<file path="src/rtl/nes_pad_responder_if.sv">
// Serial pad bus between the console-side poller (master) and the pad responder (slave).
interface nes_pad_responder_if;
    logic       latch;
    logic       pulse;
    logic       button_data;
    logic [3:0] bit_index;
    logic       frame_done;

    modport master (
        output latch,
        output pulse,
        input  button_data,
        input  bit_index,
        input  frame_done
    );

    modport slave (
        input  latch,
        input  pulse,
        output button_data,
        output bit_index,
        output frame_done
    );
endinterface

</file>
<file path="src/rtl/nes_pad_responder.sv">
// NES pad emulation: debounced switches loaded on latch and shifted out, active-low, on pulse.
module nes_pad_responder #(
    parameter int   DEBOUNCE_CYCLES = 400000,
    parameter logic FILL_LEVEL      = 1'b0
) (
    input  logic                       clk,
    input  logic                       reset,
    input  logic [7:0]                 buttons,
    nes_pad_responder_if.slave         pad
);

    typedef enum logic [1:0] {
        IDLE  = 2'd0,
        LOAD  = 2'd1,
        SHIFT = 2'd2,
        DONE  = 2'd3
    } state_t;

    localparam logic [18:0] DB_MAX = 19'(DEBOUNCE_CYCLES - 1);

    // Three-flop chains: flops 1-2 resynchronise, flop 3 gives the previous value for edge detect.
    logic [2:0]  latch_sync_q, latch_sync_d;
    logic [2:0]  pulse_sync_q, pulse_sync_d;

    logic [7:0]  debounced_q, debounced_d;
    logic [18:0] db_cnt_q [8];
    logic [18:0] db_cnt_d [8];

    state_t      state_q, state_d;
    logic [7:0]  sreg_q, sreg_d;
    logic [3:0]  bit_index_q, bit_index_d;
    logic        button_data_q, button_data_d;
    logic        frame_done_q, frame_done_d;

    logic        latch_s, latch_fall, pulse_rise;

    assign latch_s    = latch_sync_q[1];
    assign latch_fall = ~latch_sync_q[1] & latch_sync_q[2];
    assign pulse_rise = pulse_sync_q[1] & ~pulse_sync_q[2];

    always_comb begin
        latch_sync_d = {latch_sync_q[1:0], pad.latch};
        pulse_sync_d = {pulse_sync_q[1:0], pad.pulse};
    end

    always_comb begin
        // NOTE: every output gets a default first so no path leaves one unassigned (no latches).
        debounced_d = debounced_q;
        for (int i = 0; i < 8; i++) begin
            db_cnt_d[i] = '0;
            if (buttons[i] != debounced_q[i]) begin
                if (db_cnt_q[i] == DB_MAX) begin
                    debounced_d[i] = buttons[i];
                end else begin
                    db_cnt_d[i] = db_cnt_q[i] + 19'd1;
                end
            end
        end
    end

    always_comb begin
        state_d       = state_q;
        sreg_d        = sreg_q;
        bit_index_d   = bit_index_q;
        button_data_d = button_data_q;
        frame_done_d  = 1'b0;

        if (latch_s) begin
            // Latch dominates everything, including a coincident pulse edge.
            state_d       = LOAD;
            sreg_d        = debounced_q;
            bit_index_d   = 4'd0;
            button_data_d = ~debounced_q[0];
        end else begin
            unique case (state_q)
                IDLE: ;
                LOAD: begin
                    if (latch_fall) state_d = SHIFT;
                end
                SHIFT: begin
                    if (pulse_rise) begin
                        sreg_d      = {1'b0, sreg_q[7:1]};
                        bit_index_d = bit_index_q + 4'd1;
                        if (bit_index_q == 4'd7) begin
                            button_data_d = FILL_LEVEL;
                            frame_done_d  = 1'b1;
                            state_d       = DONE;
                        end else begin
                            button_data_d = ~sreg_q[1];
                        end
                    end
                end
                DONE: button_data_d = FILL_LEVEL;
                default: state_d = IDLE;
            endcase
        end
    end

    always_ff @(posedge clk) begin
        // NOTE: sequential state uses non-blocking assignments so all flops update together.
        if (reset) begin
            latch_sync_q  <= '0;
            pulse_sync_q  <= '0;
            debounced_q   <= '0;
            state_q       <= IDLE;
            sreg_q        <= 8'h00;
            bit_index_q   <= 4'd0;
            button_data_q <= 1'b1;
            frame_done_q  <= 1'b0;
            // NOTE: the counter array is ordinary flops, not RAM, so it is reset with the rest.
            for (int i = 0; i < 8; i++) db_cnt_q[i] <= '0;
        end else begin
            latch_sync_q  <= latch_sync_d;
            pulse_sync_q  <= pulse_sync_d;
            debounced_q   <= debounced_d;
            state_q       <= state_d;
            sreg_q        <= sreg_d;
            bit_index_q   <= bit_index_d;
            button_data_q <= button_data_d;
            frame_done_q  <= frame_done_d;
            for (int i = 0; i < 8; i++) db_cnt_q[i] <= db_cnt_d[i];
        end
    end

    assign pad.button_data = button_data_q;
    assign pad.bit_index   = bit_index_q;
    assign pad.frame_done  = frame_done_q;

endmodule

</file>
<file path="src/flat_wrapper.sv">
// flat-port wrapper written by rule: the top's interface ports become plain ports
module nes_pad_responder_flat 
#(
    parameter int   DEBOUNCE_CYCLES = 400000,
    parameter logic FILL_LEVEL      = 1'b0
)
  (clk, reset, buttons, pad_latch, pad_pulse, pad_button_data, pad_bit_index, pad_frame_done);
  nes_pad_responder_if pad_i ();
  input  logic clk;
  input  logic reset;
  input  logic [7:0] buttons;
  input wire logic [$bits(pad_i.latch)-1:0] pad_latch;
  input wire logic [$bits(pad_i.pulse)-1:0] pad_pulse;
  output wire logic [$bits(pad_i.button_data)-1:0] pad_button_data;
  output wire logic [$bits(pad_i.bit_index)-1:0] pad_bit_index;
  output wire logic [$bits(pad_i.frame_done)-1:0] pad_frame_done;
  assign pad_i.latch = pad_latch;
  assign pad_i.pulse = pad_pulse;
  assign pad_button_data = pad_i.button_data;
  assign pad_bit_index = pad_i.bit_index;
  assign pad_frame_done = pad_i.frame_done;
  nes_pad_responder #(.DEBOUNCE_CYCLES(DEBOUNCE_CYCLES), .FILL_LEVEL(FILL_LEVEL)) u_core (.clk(clk), .reset(reset), .buttons(buttons), .pad(pad_i));
endmodule
</file>
<file path="config.mk">
export PLATFORM = sky130hd
export DESIGN_NAME = nes_pad_responder_flat
export DESIGN_NICKNAME = d
export VERILOG_FILES = /design/src/rtl/nes_pad_responder_if.sv /design/src/rtl/nes_pad_responder.sv /design/src/flat_wrapper.sv
export SDC_FILE = /design/constraint.sdc
export NUM_CORES = 1
export LEC_CHECK = 0
export ABC_AREA = 0
export BUFFER_PORTS_ARGS = -buffer_cell sky130_fd_sc_hd__buf_2
export CORE_ASPECT_RATIO = 0.8
export CORE_UTILIZATION = 46
export DETAILED_ROUTE_END_ITERATION = 8
export PLACE_DENSITY = 0.71
export SLEW_MARGIN = 20
export SYNTH_ARGS = -nofsm -noshare
export SYNTH_HDL_FRONTEND = slang
export SYNTH_SLANG_ARGS = --single-unit
</file>
<file path="constraint.sdc">
create_clock -name clk -period 2.5 [get_ports clk]
set_clock_uncertainty 0.15 [all_clocks]
set_input_delay 0.5 -clock clk [delete_from_list [all_inputs] [get_ports clk]]
set_output_delay 0.5 -clock clk [all_outputs]
set_load 0.01 [all_outputs]
</file>
==> results.cfg, run 1 <==
[outcome]
status = completed

[drt]
routed_wirelength_mm = 15.1
drtIter0Drc = 304
postRouteAntennaNets = 0
viasPerCell = 5.38
wl_per_cell_um = 12.5
first_pass_iters = 5
routed-via-count = 6488
drc_errors = 0

[clock_tree]
insertion_delay_ps = 430
clockRootBuffer = clkbuf_16
holdBufCountCts = 0
cts_buffers = 17
cts_tree = done
post_cts_resize_count = 0
cts.sinks = 181
cts_max_path_buffers = 2
path_clk_slew_ps = 60
post_cts_buffers = 0
cts.htree.levels = 4

[critical_path]
critPathSlowestCell = or3_1
crit_family = simple AND/OR/NAND/NOR gates
cp_num_cells = 6
critPathCaptureType = flop
reg2reg_to = u_core.db_cnt_q[0][18]$_SDFF_PP0_
worstPathArrival_ps = 2310
setup.worst_path.start = u_core.db_cnt_q[0][1]$_SDFF_PP0_
crit_path_start_kind = flop
reg2reg_depth = 6
path_buf_inv = 1
crit_path_max_incr_delay_ps = 440
critPathMaxFanout = 7
endpoint = u_core.db_cnt_q[0][18]$_SDFF_PP0_
cp.required_ps = 2660
crit_type = flop to flop
cp_cell_sequence = ha_1 > nand2_1 > or3_1 > o21ai_2 > buf_4 > a21oi_1
r2r_slack_ps = 350
r2r-start = u_core.db_cnt_q[0][1]$_SDFF_PP0_

[sta]
finalSetupTns_ps = 0
slew_headroom_pct = 61.8
slew_viol_final = 0
tightest_slew_ps = 573
timing.fmax_mhz = 465
finalSetupViolCount = 0
post-route-period-util_pct = 86.0
whs_ps = 155
hold_viol_final = 0
fin_ws_ps = 351
layout_min_cycle_time_ps = 2150
rsz0062_at_grt = no

[synthesis]
synth-async-reset-ratio_pct = 0
ys_types = 51
ys_warn_count = 0
synth_edf_count = 0
synthCells = 952
syn_area_um2 = 8260
ys_seq_area_share_pct = 43.9
avgSynthCellArea_um2 = 8.68
ys.flop_type = dfxtp_1
ys_ff_latch = 181
syn_nets = 977

[global_route]
overflow = 0
grt_use_met3_pct = 4.34
track_usage_pct = 17.0
busiest_layer = met2
grt_pass1_wl_mm = 26.2
grt_max_degree = 34
met1_usage_pct = 23.7
grt_pass1_vias = 5770
globalRouteMet2Util_pct = 25.7
grt_antenna_before_repair = 0

[final_layout]
layout_common_cells = dfxtp_1, nor2_1, xnor2_1
final_common_cell = dfxtp_1
layout.nets = 994
fillers = 1624
seq_area_um2 = 3620
drive_gt1_share_pct = 7.74
multi_input_comb_area_um2 = 4340
syn_to_final_growth_pct = 11.8
n_antenna_cell = 0
final_core_util_pct = 53.0

[worst_hold_path]
worstHoldPathType = primary input to flop

[power]
p_seq_share_pct = 48.6
internal-power_uw = 4810
power.total_uw = 6040
netSwitchingFraction_pct = 20.4
pwr-share-clk_pct = 48.5
p_leak_uw = 0.00286
power_frac_comb_pct = 2.9
power_switching_uw = 1230
ir_drop_uv = 606
power_density_nw_per_um2 = 654

[floorplan]
die_h_um = 122
num_rows = 43
die_w_um = 152
io_pins = 18
coreArea_um2 = 17400
start_util_pct = 47.4
die_area_um2 = 18500

[flow_run]
max_cap_violations = 0

[placed_design]
gp_congestion = 0.825
io_buffers = 17
dp_hpwl_mm = 10.1
post-place-ws_ps = 369
==> worst min path at each step <==
stage,start,to,slack (ps),cells past startpoint
floorplan,u_core.latch_sync_q[0]$_SDFF_PP0_,u_core.latch_sync_q[1]$_SDFF_PP0_,260,1
CTS,pad_pulse,u_core.pulse_sync_q[0]$_SDFF_PP0_,140,2
global placement,u_core.latch_sync_q[0]$_SDFF_PP0_,u_core.latch_sync_q[1]$_SDFF_PP0_,270,1
detailed placement,u_core.pulse_sync_q[0]$_SDFF_PP0_,u_core.pulse_sync_q[1]$_SDFF_PP0_,270,1
finish,pad_pulse,u_core.pulse_sync_q[0]$_SDFF_PP0_,150,2
global route,pad_latch,u_core.latch_sync_q[0]$_SDFF_PP0_,160,2
==> flip-flops by register name, indices dropped and copies added (netlist names) <==
register                count
u_core.db_cnt_q           152
u_core.pad.bit_index        4
u_core.pulse_sync_q         3
u_core.debounced_q          8
u_core.state_q              2
u_core.pad.button_data      1
u_core.sreg_q               7
u_core.pad.frame_done       1
u_core.latch_sync_q         3
==> logic make-up after synthesis <==
logic type | share of synthesized area, %
AO/OA/AOI/OAI | 5.97
buffers and inverters | 3.63
AND/OR/NAND/NOR | 30.1
flip-flops | 43.9
multiplexers | 1.21
adder cells (fa/ha/maj) | 1.97
XOR/XNOR | 13.3
==> stage by stage <==
step                area, um2  cells
detailed placement       8580   1175
CTS                      9230   1207
floorplan                8260    952
finish                   9230   1207
global route             9230   1207
global placement         8580   1175
==> power groups by stage <==
stage	Combinational (uW)	Sequential [uW]	Clock, uW
2_1_floorplan	128	3000	0
3_3_place_gp	173	3000	0
3_5_place_dp	174	3000	0
4_1_cts	175	2940	3000
5_1_grt	199	2940	3130
6_report	174	2940	2930
==> synth_stat cells (10+ instances only) <==
| master | count | share of area [%] |
|---|---|---|
| dfxtp_1 | 181 | 44 |
| nor2_1 | 164 | 7.5 |
| xnor2_1 | 81 | 8.6 |
| nand3_1 | 59 | 3.6 |
| nand4_1 | 44 | 3.3 |
| xor2_1 | 44 | 4.7 |
| inv_1 | 40 | 1.8 |
| nand2_1 | 37 | 1.7 |
| nor4_1 | 35 | 2.7 |
| nor3_1 | 27 | 1.6 |
| a21oi_1 | 25 | 1.5 |
| clkbuf_1 | 20 | 0.91 |
| or3_1 | 17 | 1.3 |
| o21ai_0 | 16 | 0.97 |
| ha_1 | 13 | 2.0 |
| and3_1 | 12 | 0.91 |
| nor2b_1 | 12 | 0.91 |
| or4_1 | 12 | 1.1 |
| and4_1 | 10 | 1.1 |
| mux2i_1 | 10 | 1.2 |
| nand2b_1 | 10 | 0.76 |
==> layout make-up <==
cell class	count	share of cell area, %
Clock buffer	20	4.95
Timing Repair Buffer	30	1.98
Multi-Input combinational cell	699	47.0
Tap cell	225	3.05
Clock inverter	12	2.17
Inverter	40	1.63
Sequential cell	181	39.2
==> metal layers <==
layer	wire, um	share of wire (%)
met1	8010	53
met2	6320	42
met3	556	3.7
met4	166	1.1
met5	0	0
No activity file was read; power rests on OpenSTA's default activity.
==> inputs of run 2 (changes only) <==
BUFFER_PORTS_ARGS = unset   (was -buffer_cell sky130_fd_sc_hd__buf_2)
CORE_MARGIN = 2   (was unset)
DONT_BUFFER_PORTS = 1   (was unset)
PLACE_DENSITY = 0.7   (was 0.71)
==> results.cfg, run 2 (same netlist as run 1, synthesis figures left out) <==
[outcome]
status = completed

[sta]
timing.fmax_mhz = 469
slew_headroom_pct = 41.6
hold_viol_final = 0
whs_ps = 42.6
finalSetupViolCount = 0
slew_viol_final = 0
layout_min_cycle_time_ps = 2130
rsz0062_at_grt = no
post-route-period-util_pct = 85.2
tightest_slew_ps = 873
finalSetupTns_ps = 0

[floorplan]
num_rows = 43
die_w_um = 154
coreArea_um2 = 17500
start_util_pct = 47.2
io_pins = 18
die_h_um = 124
die_area_um2 = 19100

[critical_path]
crit_path_max_incr_delay_ps = 450
critPathMaxFanout = 10
worstPathArrival_ps = 2300
crit_family = simple AND/OR/NAND/NOR gates
cp.required_ps = 2670
reg2reg_to = u_core.db_cnt_q[0][10]$_SDFF_PP0_
critPathCaptureType = flop
path_buf_inv = 1
crit_path_start_kind = flop
crit_type = flop to flop
cp_cell_sequence = ha_1 > nand2_1 > or3_1 > o21ai_2 > buf_4 > nor2_1
r2r-start = u_core.db_cnt_q[0][0]$_SDFF_PP0_
reg2reg_depth = 6
setup.worst_path.start = u_core.db_cnt_q[0][0]$_SDFF_PP0_
r2r_slack_ps = 370
critPathSlowestCell = or3_1

[power]
power.total_uw = 5720
p_leak_uw = 0.00276
power_density_nw_per_um2 = 630
ir_drop_uv = 392

[drt]
first_pass_iters = 5
postRouteAntennaNets = 0
routed_wirelength_mm = 15.8
drtIter0Drc = 436
wl_per_cell_um = 13.3
routed-via-count = 6412
viasPerCell = 5.39
drc_errors = 0

[flow_run]
max_cap_violations = 0

[final_layout]
final_cells = 1190
layout.nets = 977
syn_to_final_growth_pct = 9.81
largest_register_ffs = 152
layout_common_cells = dfxtp_1, nor2_1, xnor2_1
drive_gt1_share_pct = 5.80
largest_register = u_core.db_cnt_q
reg.largest.list = u_core.db_cnt_q x152, u_core.debounced_q x8, u_core.sreg_q x7
final_common_cell = dfxtp_1
n_antenna_cell = 0

[clock_tree]
cts.htree.levels = 4
insertion_delay_ps = 430
cts_max_path_buffers = 2
cts_tree = done
cts_buffers = 17
cts.sinks = 181
clockRootBuffer = clkbuf_16
path_clk_slew_ps = 60
post_cts_buffers = 0

[global_route]
grt_pass1_vias = 5874
grt_max_degree = 25
track_usage_pct = 17.3
busiest_layer = met2
grt_pass1_wl_mm = 27.2
grt_antenna_before_repair = 1
grt_use_met3_pct = 4.73
overflow = 0
met1_usage_pct = 23.6
globalRouteMet2Util_pct = 27.0

[placed_design]
dp.cells = 1157
dp_hpwl_mm = 10.5
gp_congestion = 0.828
io_buffers = 0

[worst_hold_path]
hold_start = reset
hold_depth = 1
whs_endpoint = u_core.pad.button_data$_SDFFE_PP1P_
worstHoldPathType = primary input to flop
==> run 2: cell count changes in the layout (fill, tap and decap cells not counted), sizes merged <==
cell	previous run	this run
buf	30	12
bufinv	5	2
clkbuf	20	23
clkinv	3	6
clkinvlp	3	1
dlygate4sd3	0	1
inv	41	40
==> run 2: power breakdown <==
group | leakage, uW | switching (uW) | internal [uW]
Clock | 0.000287 | 1080 | 1540
Sequential | 0.00146 | 26.0 | 2910
Combinational | 0.00102 | 96.0 | 59.4
==> run 2: worst reg2reg max path: stages, from the launching register on <==
cell and delay (ps):
dfxtp_1 380, ha_1 250, nand2_1 180, or3_1 450, o21ai_2 320, buf_4 230
nor2_1 60
==> run 2: worst max-delay path by stage <==
stage	endpoint	slack, ps	cells after the start
floorplan	u_core.db_cnt_q[0][103]$_SDFF_PP0_	520	7
global placement	u_core.db_cnt_q[0][63]$_SDFF_PP0_	380	4
detailed placement	u_core.db_cnt_q[0][69]$_SDFF_PP0_	390	4
CTS	u_core.db_cnt_q[0][69]$_SDFF_PP0_	370	4
global route	u_core.db_cnt_q[0][7]$_SDFF_PP0_	200	6
finish	u_core.db_cnt_q[0][10]$_SDFF_PP0_	370	6
==> run 2: metal layers <==
layer	share of wire (%)	vias up
met5	0.082	-
met4	1.2	2
met3	4.2	15
met2	43	88
met1	52	2976
li1	-	3331
==> run 2: through the flow <==
stage | setup WS (ps) | utilization (%) | cell area, um2
CTS | 370 | 51.9 | 9070
global route | 204 | 51.9 | 9070
floorplan | 521 | - | 8260
finish | 369 | 51.9 | 9070
detailed placement | 387 | 48.5 | 8480
global placement | 384 | 48.5 | 8480
==> run 2: timing repair <==
action / in CTS / in global routing
hold buffers: 1 / 0
hold endpoints to repair: 18 / 0
resized for setup: 0 / 0
==> run 2: cell type report <==
cell class | instances | area, um2
Clock buffer | 23 | 478
Clock inverter | 9 | 101
Fill cell | 1603 | 8410
Inverter | 40 | 150
Multi-Input combinational cell | 699 | 4340
Sequential cell | 181 | 3620
Tap cell | 225 | 282
Timing Repair Buffer | 13 | 100
==> inputs of run 3 (changes only) <==
CORE_MARGIN = unset   (was 2)
==> results.cfg, run 3 (same netlist as run 1, synthesis figures left out) <==
[outcome]
status = completed

[global_route]
grt_pass1_wl_mm = 26.2
track_usage_pct = 17.3
overflow = 0
grt_pass1_vias = 5579
grt_antenna_before_repair = 1
grt_max_degree = 25

[power]
power_switching_uw = 1160
power_frac_comb_pct = 2.7
netSwitchingFraction_pct = 20.6
ir_drop_uv = 385
internal-power_uw = 4480
power_density_nw_per_um2 = 624
pwr-share-clk_pct = 45.1
power.total_uw = 5630
p_leak_uw = 0.00273
p_seq_share_pct = 52.2

[final_layout]
layout.nets = 975
final_cells = 1184
largest_register = u_core.db_cnt_q
final_core_util_pct = 51.8
final_common_cell = dfxtp_1
largest_register_ffs = 152
drive_gt1_share_pct = 5.01
syn_to_final_growth_pct = 9.24
layout_common_cells = dfxtp_1, nor2_1, xnor2_1
reg.largest.list = u_core.db_cnt_q x152, u_core.debounced_q x8, u_core.sreg_q x7
n_antenna_cell = 0

[clock_tree]
cts_buffers = 17
clockRootBuffer = clkbuf_16
insertion_delay_ps = 420
cts_max_path_buffers = 2
cts.sinks = 181
post_cts_resize_count = 0
path_clk_slew_ps = 60
post_cts_buffers = 0
cts_tree = done
holdBufCountCts = 1
cts.htree.levels = 4

[critical_path]
critPathMaxFanout = 18
cp_cell_sequence = or4_1 > or4_4 > o21ai_4 > nor2_1
crit_path_max_incr_delay_ps = 530
critPathSlowestCell = or4_1
critPathCaptureType = flop
worstPathArrival_ps = 2290
crit_type = flop to flop
r2r_slack_ps = 340
cp.required_ps = 2640
crit_path_start_kind = flop

[flow_run]
max_cap_violations = 0

[sta]
hold_viol_final = 0
whs_ps = 26.2
slew_viol_final = 0
slew_headroom_pct = 39.6
tightest_slew_ps = 903
rsz0062_at_grt = no
finalSetupTns_ps = 0
finalSetupViolCount = 0
post-route-period-util_pct = 86.2
timing.fmax_mhz = 464
layout_min_cycle_time_ps = 2160

[placed_design]
io_buffers = 0
dp.cells = 1155
gp_congestion = 0.827
dp_hpwl_mm = 10.2

[floorplan]
die_w_um = 152
io_pins = 18
die_area_um2 = 18500
num_rows = 43
start_util_pct = 47.4
coreArea_um2 = 17400
die_h_um = 122

[drt]
drc_errors = 0
drtIter0Drc = 366
first_pass_iters = 7
viasPerCell = 5.39
wl_per_cell_um = 13.1
routed_wirelength_mm = 15.5
postRouteAntennaNets = 0
routed-via-count = 6381

[worst_hold_path]
worstHoldPathType = primary input to flop
==> run 3: changes by cell type in the layout (fill, tap and decap cells not counted) <==
cell / before / now
buf_4: 12 / 10
clkinv_2: 5 / 0
clkbuf_1: 3 / 5
clkbuf_8: 3 / 2
clkinv_4: 1 / 0
clkinvlp_4: 1 / 2
==> run 3: layout make-up <==
cell class	count	area, um2
clock buffer	24	472
clock inverter	4	75.1
fill	1583	8410
inverter	40	150
multi-input combinational	699	4340
sequential	181	3620
tap	225	282
timing repair buffer	11	85.1
==> run 3: critical path, delay by kind of cell, from the launching register on <==
| kind | cells | cell delay (ps) |
|---|---|---|
| DFF | 1 | 350 |
| and+or+nand+nor | 3 | 1090 |
| AOI/OAI and AO/OA | 1 | 430 |
==> run 3: power by group through the flow <==
stage	Combinational (uW)	Sequential, uW	Clock [uW]
after floorplan	128	3000	0
final	154	2940	2540
after global routing	177	2940	2730
after global placement	146	3000	0
after CTS	156	2940	2620
after detailed placement	148	3000	0
==> run 3: path summary, 6_finish.rpt <==
kind                                           from                                  to  cells after the start
setup / recovery  u_core.db_cnt_q[0][71]$_SDFF_PP0_   u_core.db_cnt_q[0][60]$_SDFF_PP0_                      4
hold / removal                                reset  u_core.debounced_q[3]$_SDFFE_PP0P_                      1
setup reg to reg  u_core.db_cnt_q[0][71]$_SDFF_PP0_   u_core.db_cnt_q[0][60]$_SDFF_PP0_                      4
hold reg to reg   u_core.pulse_sync_q[0]$_SDFF_PP0_   u_core.pulse_sync_q[1]$_SDFF_PP0_                      1
==> run 3: layer usage <==
metal  vias up  global-route usage [%]  part of all wire (%)
met4         2                    6.19                   1.2
met1      2933                    23.7                    52
met3        17                    5.12                   4.6
li1       3333                       -                     -
met2        96                    25.7                    42
met5         -                       0                 0.084
==> run 3: metrics by stage <==
stage	setup slack, ps	instance area (um2)
6_report	345	9020
4_1_cts	348	9020
2_1_floorplan	521	8260
5_1_grt	249	9020
3_5_place_dp	353	8470
3_3_place_gp	387	8470
